`src/rtl/spi_pkg.sv`:
```
// Shared types for the SPI master: FSM states, captured SPI mode and the
// helper that sizes the chip-select index.
package spi_pkg;

    typedef enum logic [2:0] {
        ST_IDLE,
        ST_SETUP,
        ST_XFER,
        ST_HOLD,
        ST_DONE
    } state_t;

    typedef struct packed {
        logic cpol;
        logic cpha;
    } mode_t;

    function automatic int cs_idx_w(input int num_cs);
        return (num_cs > 1) ? $clog2(num_cs) : 1;
    endfunction

endpackage

```
`src/rtl/spi_clk_gen.sv`:
```
// Half-period tick generator with SCLK leading/trailing edge strobes.
// Latency: tick every div+1 cycles while run is high; counter clears when idle.
// Backpressure: none, free-running while run is asserted.
module spi_clk_gen #(
    parameter int DIV_W = 8
) (
    input  logic             clk,
    input  logic             rst,
    input  logic             run,
    input  logic             xfer,
    input  logic [DIV_W-1:0] div,
    output logic             tick,
    output logic             lead,
    output logic             trail
);

    logic [DIV_W-1:0] cnt;
    logic             phase;

    assign tick  = run && (cnt == div);
    assign lead  = tick && xfer && !phase;
    assign trail = tick && xfer && phase;

    always_ff @(posedge clk) begin
        if (rst || !run) begin
            cnt   <= '0;
            phase <= 1'b0;
        end else begin
            cnt <= tick ? '0 : cnt + 1'b1;
            if (tick && xfer) begin
                phase <= ~phase;
            end
        end
    end

endmodule

```
`src/rtl/spi_master_gen.sv`:
```
// SPI master, one word per request, MSB first, modes 0-3; SPI_MASTER_GEN_LOOPBACK_EN adds loopback_i.
// Latency: done_o pulses (2*DATA_W+2)*(clk_div_i+1) cycles after accept.
// Backpressure: ready_o high only in IDLE; start_i ignored otherwise.
module spi_master_gen
    import spi_pkg::*;
#(
    parameter int DATA_W = 8,
    parameter int NUM_CS = 4,
    parameter int DIV_W  = 8
) (
    input  logic                        clk_i,
    input  logic                        rst_i,
    input  logic                        start_i,
    output logic                        ready_o,
    input  logic [DATA_W-1:0]           data_i,
    input  logic [cs_idx_w(NUM_CS)-1:0] cs_sel_i,
    input  logic [1:0]                  mode_i,
    input  logic [DIV_W-1:0]            clk_div_i,
`ifdef SPI_MASTER_GEN_LOOPBACK_EN
    input  logic                        loopback_i,
`endif
    output logic [DATA_W-1:0]           data_o,
    output logic                        done_o,
    output logic                        sclk_o,
    output logic                        mosi_o,
    input  logic                        miso_i,
    output logic [NUM_CS-1:0]           cs_n_o
);

    localparam int CS_W   = cs_idx_w(NUM_CS);
    localparam int EDGE_W = $clog2(2 * DATA_W);

    state_t              state_q, state_d;
    mode_t               mode_q;
    logic [DIV_W-1:0]    div_q;
    logic [CS_W-1:0]     cs_q;
    logic [DATA_W:0]     tx_q;
    logic [DATA_W-1:0]   rx_q;
    logic [DATA_W-1:0]   data_q;
    logic [EDGE_W-1:0]   ecnt_q;
    logic                sclk_q;
    logic                accept, active, tick, lead, trail;
    logic                shift_en, sample_en, sample_bit;

    assign ready_o = (state_q == ST_IDLE) && !rst_i;
    assign accept  = start_i && ready_o;
    assign active  = (state_q == ST_SETUP) || (state_q == ST_XFER) || (state_q == ST_HOLD);
    assign done_o  = (state_q == ST_DONE);
    assign data_o  = data_q;
    assign sclk_o  = sclk_q;
    // tx_q carries one spare bit so both phases drive mosi from the top bit
    assign mosi_o  = active ? tx_q[DATA_W] : 1'b0;

    assign shift_en  = mode_q.cpha ? lead : trail;
    assign sample_en = mode_q.cpha ? trail : lead;

`ifdef SPI_MASTER_GEN_LOOPBACK_EN
    logic loop_q;
    assign sample_bit = loop_q ? mosi_o : miso_i;
`else
    assign sample_bit = miso_i;
`endif

    spi_clk_gen #(.DIV_W(DIV_W)) u_clk_gen (
        .clk   (clk_i),
        .rst   (rst_i),
        .run   (active),
        .xfer  (state_q == ST_XFER),
        .div   (div_q),
        .tick  (tick),
        .lead  (lead),
        .trail (trail)
    );

    always_comb begin
        state_d = state_q;
        cs_n_o  = '1;
        unique case (state_q)
            ST_IDLE:  if (accept) state_d = ST_SETUP;
            ST_SETUP: if (tick) state_d = ST_XFER;
            ST_XFER:  if (tick && ecnt_q == EDGE_W'(2 * DATA_W - 1)) state_d = ST_HOLD;
            ST_HOLD:  if (tick) state_d = ST_DONE;
            ST_DONE:  state_d = ST_IDLE;
            default:  state_d = ST_IDLE;
        endcase
        // out-of-range index matches no line, so every select stays high
        for (int i = 0; i < NUM_CS; i++) begin
            if (active && cs_q == CS_W'(i)) cs_n_o[i] = 1'b0;
        end
    end

    always_ff @(posedge clk_i) begin
        if (rst_i) begin
            state_q <= ST_IDLE;
            mode_q  <= '0;
            div_q   <= '0;
            cs_q    <= '0;
            tx_q    <= '0;
            rx_q    <= '0;
            data_q  <= '0;
            ecnt_q  <= '0;
            sclk_q  <= 1'b0;
`ifdef SPI_MASTER_GEN_LOOPBACK_EN
            loop_q  <= 1'b0;
`endif
        end else begin
            state_q <= state_d;
            if (accept) begin
                mode_q <= mode_t'(mode_i);
                div_q  <= clk_div_i;
                cs_q   <= cs_sel_i;
                tx_q   <= mode_i[0] ? {1'b0, data_i} : {data_i, 1'b0};
                rx_q   <= '0;
                ecnt_q <= '0;
`ifdef SPI_MASTER_GEN_LOOPBACK_EN
                loop_q <= loopback_i;
`endif
            end
            if (accept) begin
                sclk_q <= mode_i[1];
            end else if (state_q == ST_XFER) begin
                if (tick) begin
                    sclk_q <= ~sclk_q;
                    ecnt_q <= ecnt_q + 1'b1;
                end
            end else begin
                sclk_q <= mode_q.cpol;
            end
            if (shift_en)  tx_q <= {tx_q[DATA_W-1:0], 1'b0};
            if (sample_en) rx_q <= {rx_q[DATA_W-2:0], sample_bit};
            if (state_q == ST_HOLD && tick) data_q <= rx_q;
        end
    end

endmodule

```
`config.mk`:
```
export PLATFORM = sky130hd
export DESIGN_NAME = spi_master_gen
export DESIGN_NICKNAME = d
export VERILOG_FILES = /design/src/rtl/spi_pkg.sv /design/src/rtl/spi_clk_gen.sv /design/src/rtl/spi_master_gen.sv
export SDC_FILE = /design/constraint.sdc
export NUM_CORES = 1
export LEC_CHECK = 0
export BUFFER_PORTS_ARGS = -buffer_cell sky130_fd_sc_hd__buf_4
export CAP_MARGIN = 20
export CORE_MARGIN = 3
export CORE_UTILIZATION = 40
export CTS_CLUSTER_DIAMETER = 50
export DETAILED_ROUTE_END_ITERATION = 8
export PLACE_DENSITY = 0.67
export REMOVE_ABC_BUFFERS = 1
export SLEW_MARGIN = 20
export SYNTH_ARGS = -nofsm -noshare
export SYNTH_HDL_FRONTEND = slang
export SYNTH_HIERARCHICAL = 1
export SYNTH_SLANG_ARGS = --single-unit
export TNS_END_PERCENT = 5
```
`constraint.sdc`:
```
create_clock -name clk_i -period 2.3 [get_ports clk_i]
set_input_delay 0.23 -clock clk_i [delete_from_list [all_inputs] [get_ports clk_i]]
set_output_delay 0.23 -clock clk_i [all_outputs]
set_load 0.1 [all_outputs]
```
After elaboration in Yosys (flattened, before gate mapping):

Cells that the tools add are included.

* bits in registers: 54
* input bits: 24

* add/subtract/negate cells: 2
* equal/unequal tests: 14
* multiplexer cells: 24
* bitwise logic cells: 2
* reduce and logical (&&, ||, !) cells: 25

Operator list (count)
* $mux W9: 3
* $mux W4: 4
* $mux W8: 2
* $logic_and A1 B1 Y1: 12
* $mux W3: 4
* $pmux W3 S4: 1
* $mux W1: 10
* $add A8 B1 Y8 const B: 1
* $eq A8 B8 Y1: 1
* $ne A2 B2 Y1 const B: 4
* $eq A3 B2 Y1 const B: 2
* $add A4 B1 Y4 const B: 1
* $eq A2 B2 Y1 const B: 2
* $eq A4 B4 Y1 const B: 1
* $reduce_and A4 Y1: 1
* $reduce_bool A2 Y1: 2
* $reduce_or A2 Y1: 2
* $eq A3 B1 Y1 const B: 1
* $eq A3 B3 Y1 const B: 1
* $logic_not A1 Y1: 3
* $logic_not A3 Y1: 1
* $logic_or A1 B1 Y1: 3
* $ne A3 B3 Y1 const B: 1
* $eq A2 B1 Y1 const B: 1
* other kinds (2): 3

Longest topological paths before layout:

Gate-level depths: netlist (run 1).

* word-level depth: 8
* gate-level depth with buffers: 10
* depth with buffers taken out: 8

Hierarchy:

Netlist (run 1), hierarchy kept.

Modules (own cells, without submodules)
* spi_master_gen: times used 1, cells an instance 239, area each 2064.5 µm², seq. area each 900.9 µm²
* spi_clk_gen: times used 1, cells an instance 53, area each 495.5 µm², seq. area each 180.2 µm²

Worst setup path before layout (run 1):

Ideal clock, no wire load.

* path type: reg2reg
* start: register state_q[1]
* end: register tx_q[4]
* setup time: 0.122 ns
* data arrival time: 2.069 ns
* required time: 2.178 ns
* path slack: 0.109 ns
* cell stages (with the launch flop): 10
* path buffers: 2
* cells stage by stage: dfxtp_1 -> clkbuf_1 -> nor2_1 -> nor2_1 -> and3_1 -> nand3_1 -> nor2_1 -> mux2i_1 -> clkbuf_1 -> a311o_1

* longest elaborated chain between the ends: 8

Ends and longest elaborated chain
* from (decl): line spi_master_gen.sv:33 `state_t state_q, state_d;`
* from (signal assigned): line spi_master_gen.sv:107 `state_q <= state_d;`
* $eq A3 B1 Y1 / $eq A3 B2 Y1 (equally long branches): line spi_master_gen.sv:47 `assign active = (state_q == ST_SETUP) || (state_q == ST_XFER) || (state_q == ST_HOLD);`
* $logic_or A1 B1 Y1: line spi_master_gen.sv:47
* $logic_or A1 B1 Y1 (*): line spi_master_gen.sv:47
* via active: line spi_master_gen.sv:42 `logic accept, active, tick, lead, trail;`
* $logic_and A1 B1 Y1 (*): line spi_clk_gen.sv:20 `assign tick = run && (cnt == div);`
* $logic_and A1 B1 Y1 (*) (2 in a row): line spi_clk_gen.sv:21 `assign lead = tick && xfer && !phase;`
* via lead: line spi_master_gen.sv:42
* $mux W1 (*): line spi_master_gen.sv:54 `assign shift_en = mode_q.cpha ? lead : trail;`
* $mux W9 / $reduce_bool A2 Y1 (equally long branches)
* to (signal assigned): line spi_master_gen.sv:112 `tx_q <= mode_i[0] ? {1'b0, data_i} : {data_i, 1'b0};`
* to (signal assigned): line spi_master_gen.sv:129 `if (shift_en) tx_q <= {tx_q[DATA_W-1:0], 1'b0};`
* to (decl): line spi_master_gen.sv:37 `logic [DATA_W:0] tx_q;`

Mark *: on every way through the listed nets, which the timed path passes. The rest lies on a longest branch.
A chain may end at the register's enable or synchronous reset.

Final worst setup path (run 1):

* start: register state_q[2]
* end: output port ready_o

* longest elaborated chain between the ends: 2

Ends and longest elaborated chain
* $logic_not A3 Y1: line spi_master_gen.sv:45 `assign ready_o = (state_q == ST_IDLE) && !rst_i;`
* $logic_and A1 B1 Y1: line spi_master_gen.sv:45
* to (decl): line spi_master_gen.sv:14 `output logic ready_o,`

Every way passes these cells.

==> flow_summary.toml, run 1 <==
[outcome]
outcome = "completed"

[sta]
drv_slew = 0
period_share = 0.959
post-route-min-period_ns = 2.21
totalNegativeSetupSlack_ns = 0
fmax_mhz = 453
tightest_slew_ns = 0.451
setup_viol = 0
relSlewSlack = 0.695
worst_slack_ns = 0.0943
hold_violations = 0
skew_ns = 0.00880

[worst_setup_path]
ff2ff_path_depth = 8
r2r_slack_ns = 0.21
worst_setup_path_end_kind = "output port"
r2r-end = "tx_q[5]"
cp.required_ns = 2.07
reg2reg_from = "u_clk_gen/cnt[1]"
critical-path-top-delay-family = "buffers and inverters"
slowest_stage = "or4_4"
crit_buf_inv = 3
crit_arrival_ns = 1.98
cp-start-kind = "flop"
crit_chain = "buf_4, or4_4, inv_4, buf_6"
slowest_delay_ns = 0.59
crit_fanout = 22
critical_path_class = "flop to output port"

[logic_synthesis]
synthFlopType = "dfxtp_1"
synth_most_common_cell = "dfxtp_1"
netlist_area_um2 = 2560
synth_cell_types = 46
async_flop_share = 0
synth_common_cells = "dfxtp_1, nand2_1, a21oi_1, nor2_1, nand3_1"
yosysWarnings = 6
synth-edff-count = 0
syn_avg_cell_area_um2 = 8.77
yosysTopAreaCell = "dfxtp_1"
synth.area.top_cells = "dfxtp_1, mux2_2, nand2_1"
synth_cells = 292
ys_ff_latch = 54
yosysSeqAreaShare = 0.422
synth_top_area_share = 0.422

[min_path]
hp-class = "input port to flop"
worst_hold_startpoint = "clk_div_i[4]"
hold_depth = 3
holdPathEnd = "div_q[4]"

[clocking]
cts_buffer_depth = 2
cts_htree_levels = 2
cts.sinks = 54
cts_buffers = 5
cts_tree = "done"
clk_pin_slew_ns = 0.10
clock_latency_ns = 0.31
root_buffer = "clkbuf_8"
post_cts_buffers = 0

[grt]
gr-total-overflow = 0
track_usage = 0.150
grt_pass1_wl_mm = 8.94
grt_pass1_vias = 1935
grt_max_degree = 47
antenna_found_initial = 0

[routing]
drt_iter0_markers = 77
drt-total-wl_mm = 5.37
routedWlPerCell_um = 13.4
vias = 2131
drc = 0
via_per_inst = 5.30
final_antenna_net_count = 0
firstDrtPassIters = 4

[layout]
fin_area_um2 = 3070
syn2layout_area_growth_pct = 19.9
n_antenna_cell = 0
instances_no_fill = 402
fin_nets = 352
final_layout_size_suffix_gt1_frac = 0.226

[floorplan]
initial_core_util = 0.422
row_count = 28
fp.coreArea_um2 = 6060
die_w_um = 86
ioPinCount = 40
die_area_um2 = 7400
die_h_um = 86

[power_and_ir_drop]
ir_drop_mv = 0.399
powerDensity_nw_per_um2 = 686
p_leak_nw = 1.18
total_power_mw = 2.10

[place]
finalWeightedCongestion = 0.797
placed_cell_area_um2 = 2910
dpl_worst_slack_ns = 0.163
dp.cells = 394
detailed_place_hpwl_mm = 3.65
portBuffers = 39

[run]
drv_cap = 0
==> flip-flops by register name, indices dropped and copies added (netlist names) <==
register,count
tx_q,9
data_o,8
div_q,8
rx_q,8
u_clk_gen/cnt,8
ecnt_q,4
state_q,3
cs_q,2
mode_q,2
sclk_o,1
u_clk_gen/phase,1
==> cells by family after synthesis <==
kind of cell	after synthesis	share of synthesized area
and+or+nand+nor	118	0.252
AOI/OAI and AO/OA	61	0.157
DFF	54	0.422
buffers and inverters	28	0.0484
xor gates and xnor gates	16	0.0547
muxes	13	0.0557
adders and majority gates	2	0.00977
==> worst max path at each step <==
| stage | slack [ns] | startpoint | cells past startpoint | end |
|---|---|---|---|---|
| final | 0.09 | state_q[2] | 4 | ready_o |
| after global routing | -0.002 | state_q[2] | 4 | ready_o |
| after CTS | 0.03 | state_q[2] | 4 | ready_o |
| after detailed placement | 0.16 | state_q[0] | 8 | tx_q[3] |
| after global placement | 0.26 | state_q[2] | 4 | ready_o |
| after floorplan | 0.17 | state_q[1] | 8 | tx_q[6] |
==> per-stage QoR <==
stage / hold slack, ns / util
floorplan: 0.299 / -
global placement: 0.438 / 0.480
detailed placement: 0.439 / 0.480
CTS: 0.127 / 0.504
global route: 0.131 / 0.506
finish: 0.129 / 0.506
==> routing by layer <==
layer / vias up / track usage / share of wire
li1: 1101 / - / -
met1: 983 / 0.195 / 0.49
met2: 42 / 0.238 / 0.45
met3: 5 / 0.0346 / 0.044
met4: 0 / 0.0647 / 0.017
met5: - / 0 / 0
==> cells in the final DEF, fill, tap and decap left out, drive strengths merged, types with 4 or more instances in the layout <==
cell and instances:
a311o 4, nand2b 15, xor2 12, clkbuf 6, nor2 21, nand4 7, nand3 16, inv 9
nand3b 4, o21ai 15, xnor2 4, a21oi 21, dfxtp 54, or3 7, nand2 29, o211ai 8
buf 46, mux2 10
==> tightest hold or removal path: stages <==
cell     delay (ns)
buf_4          0.07
nand3_1        0.05
o21ai_0        0.06
==> timing repair <==
action,CTS,global route
pin swaps,0,0
hold buffers,0,0
resized for setup,1,4
endpoints found under the setup margin,1,4
==> layout make-up <==
cell class,count,area [um^2]
Clock buffer,6,82.6
Clock inverter,2,60.1
Fill cell,591,2990
Inverter,9,36.3
Multi-Input combinational cell,210,1370
Sequential cell,54,1080
Tap cell,75,93.8
Timing Repair Buffer,46,349
==> power breakdown <==
part / total, mW / internal (mW) / leakage, nW / switching [mW]
sequential: 1.00 / 0.973 / 0.439 / 0.0301
combinational: 0.316 / 0.120 / 0.665 / 0.196
clock: 0.785 / 0.464 / 0.0714 / 0.321
total: 2.10 / 1.56 / 1.18 / 0.547
Note: power is estimated with default switching activity, not from simulation.
==> run 2, diff against run 1 <==
CORE_UTILIZATION = 50   (was 40)
HOLD_SLACK_MARGIN = 0.12   (was default)
PLACE_DENSITY = 0.77   (was 0.67)
clock period = 2.56 ns   (was 2.3 ns; I/O delays follow)
==> run 2 against run 1 <==
Net effect: first-iteration DRC count grew 87%; critical path type is now flop to flop; die area shrank 19%; clock power is 40% lower; clock skew rose by 0.00057 ns; largest cell class unchanged.
==> flow_summary.toml, run 2 (same netlist as run 1, synthesis figures left out) <==
[worst_setup_path]
worst_setup_path_end_kind = "flop"
crit_fanout = 16
cp-start-kind = "flop"
cp.required_ns = 2.75
crit_arrival_ns = 2.50
reg2reg_from = "state_q[1]"
critical_path_class = "flop to flop"
ff2ff_path_depth = 7
r2r_slack_ns = 0.25
r2r-end = "tx_q[3]"

[floorplan]
row_count = 25
fp.coreArea_um2 = 4850
die_h_um = 77.6
die_area_um2 = 6010
die_w_um = 77.6
initial_core_util = 0.528
ioPinCount = 40

[clocking]
cts_buffer_depth = 2
cts_resized = 0
clk_pin_slew_ns = 0.09
post_cts_buffers = 0
cts_tree = "done"
root_buffer = "clkbuf_8"
cts.sinks = 54
cts_hold_buf = 0
cts_buffers = 5
cts_htree_levels = 2
clock_latency_ns = 0.31

[layout]
regMostFlops = "tx_q"
final_cell_mix = "dfxtp_1, buf_4, nand2_1"
ff_latch_area_um2 = 1080
multi_input_area_um2 = 1360
instances_no_fill = 391
layout_commonest_cell = "dfxtp_1"
fillCellCount = 436
largest_reg_flops = 9
n_antenna_cell = 0
syn2layout_area_growth_pct = 16.0
final_layout_size_suffix_gt1_frac = 0.213
fin_nets = 349

[sta]
totalNegativeSetupSlack_ns = 0
worst_slack_ns = 0.249
setup_viol = 0
drv_slew = 0
post-route-min-period_ns = 2.31
hold_violations = 0
tightest_slew_ns = 0.688
period_share = 0.903
relSlewSlack = 0.532
rsz0062_at_grt = "no"
skew_ns = 0.00937
fmax_mhz = 433

[grt]
grt_pass1_wl_mm = 8.89
use_met1 = 0.236
grt_max_degree = 47
use_met3 = 0.0464
gr-total-overflow = 0
grt_pass1_vias = 1961
track_usage = 0.176
grt_use_met2 = 0.284
antenna_found_initial = 0
top_usage_layer = "met2"

[place]
dpl_worst_slack_ns = 0.131
detailed_place_hpwl_mm = 3.58
portBuffers = 39
dp.cells = 383
finalWeightedCongestion = 0.757

[power_and_ir_drop]
p_leak_nw = 1.13
ir_drop_mv = 0.291
powerDensity_nw_per_um2 = 555
total_power_mw = 1.65

[min_path]
hold_depth = 3
hp-class = "input port to flop"
worst_hold_startpoint = "clk_div_i[3]"
holdPathEnd = "div_q[3]"

[routing]
drt-total-wl_mm = 5.10
drc = 0
final_antenna_net_count = 0
vias = 2136
via_per_inst = 5.46
routedWlPerCell_um = 13.0
drt_iter0_markers = 144
firstDrtPassIters = 4

[outcome]
outcome = "completed"

[run]
drv_cap = 0
==> run 2: final cells by class <==
type	instances	share of cell area
multi-input cells	210	0.457
clock inverters	3	0.00716
inverters	9	0.0114
flip-flops and latches	54	0.364
repair buffers	43	0.109
well taps	67	0.0282
clock buffers	5	0.0232
==> run 2: through the flow <==
step                      hold WS [ns]   util  area (um^2)
after floorplan                  0.325      -         2470
after global placement           0.445  0.593         2880
after CTS                        0.154  0.612         2970
final                            0.162  0.613         2970
after detailed placement         0.447  0.593         2880
after global routing             0.161  0.613         2970
==> run 2: layer usage <==
metal  vias up  wire [um]
li1       1101          -
met4         0         61
met2        54       2230
met3         8        358
met1       973       2450
met5         -          0
==> run 2: where the power goes <==
| part | total (mW) | switching (mW) | internal [mW] |
|---|---|---|---|
| Combinational | 0.277 | 0.170 | 0.106 |
| Clock | 0.468 | 0.276 | 0.193 |
| Sequential | 0.903 | 0.0288 | 0.874 |
| Total | 1.65 | 0.475 | 1.17 |
==> run 2: worst max path at each step <==
stage / depth (start not counted) / start / slack (ns) / end
4_1_cts: 7 / state_q[1] / 0.13 / tx_q[3]
6_report: 7 / state_q[1] / 0.25 / tx_q[3]
2_1_floorplan: 8 / state_q[1] / 0.43 / tx_q[6]
3_5_place_dp: 7 / state_q[1] / 0.13 / tx_q[3]
3_3_place_gp: 8 / state_q[0] / 0.22 / tx_q[2]
5_1_grt: 7 / state_q[1] / 0.0002 / tx_q[3]
==> run 2: critical path: stages (launching register included) <==
cell      delay (ns)
dfxtp_1         0.52
nor3b_1         0.36
and3_1          0.21
nand3_1         0.13
nor2_1          0.26
mux2i_2         0.26
or3_1           0.36
o311ai_0        0.09
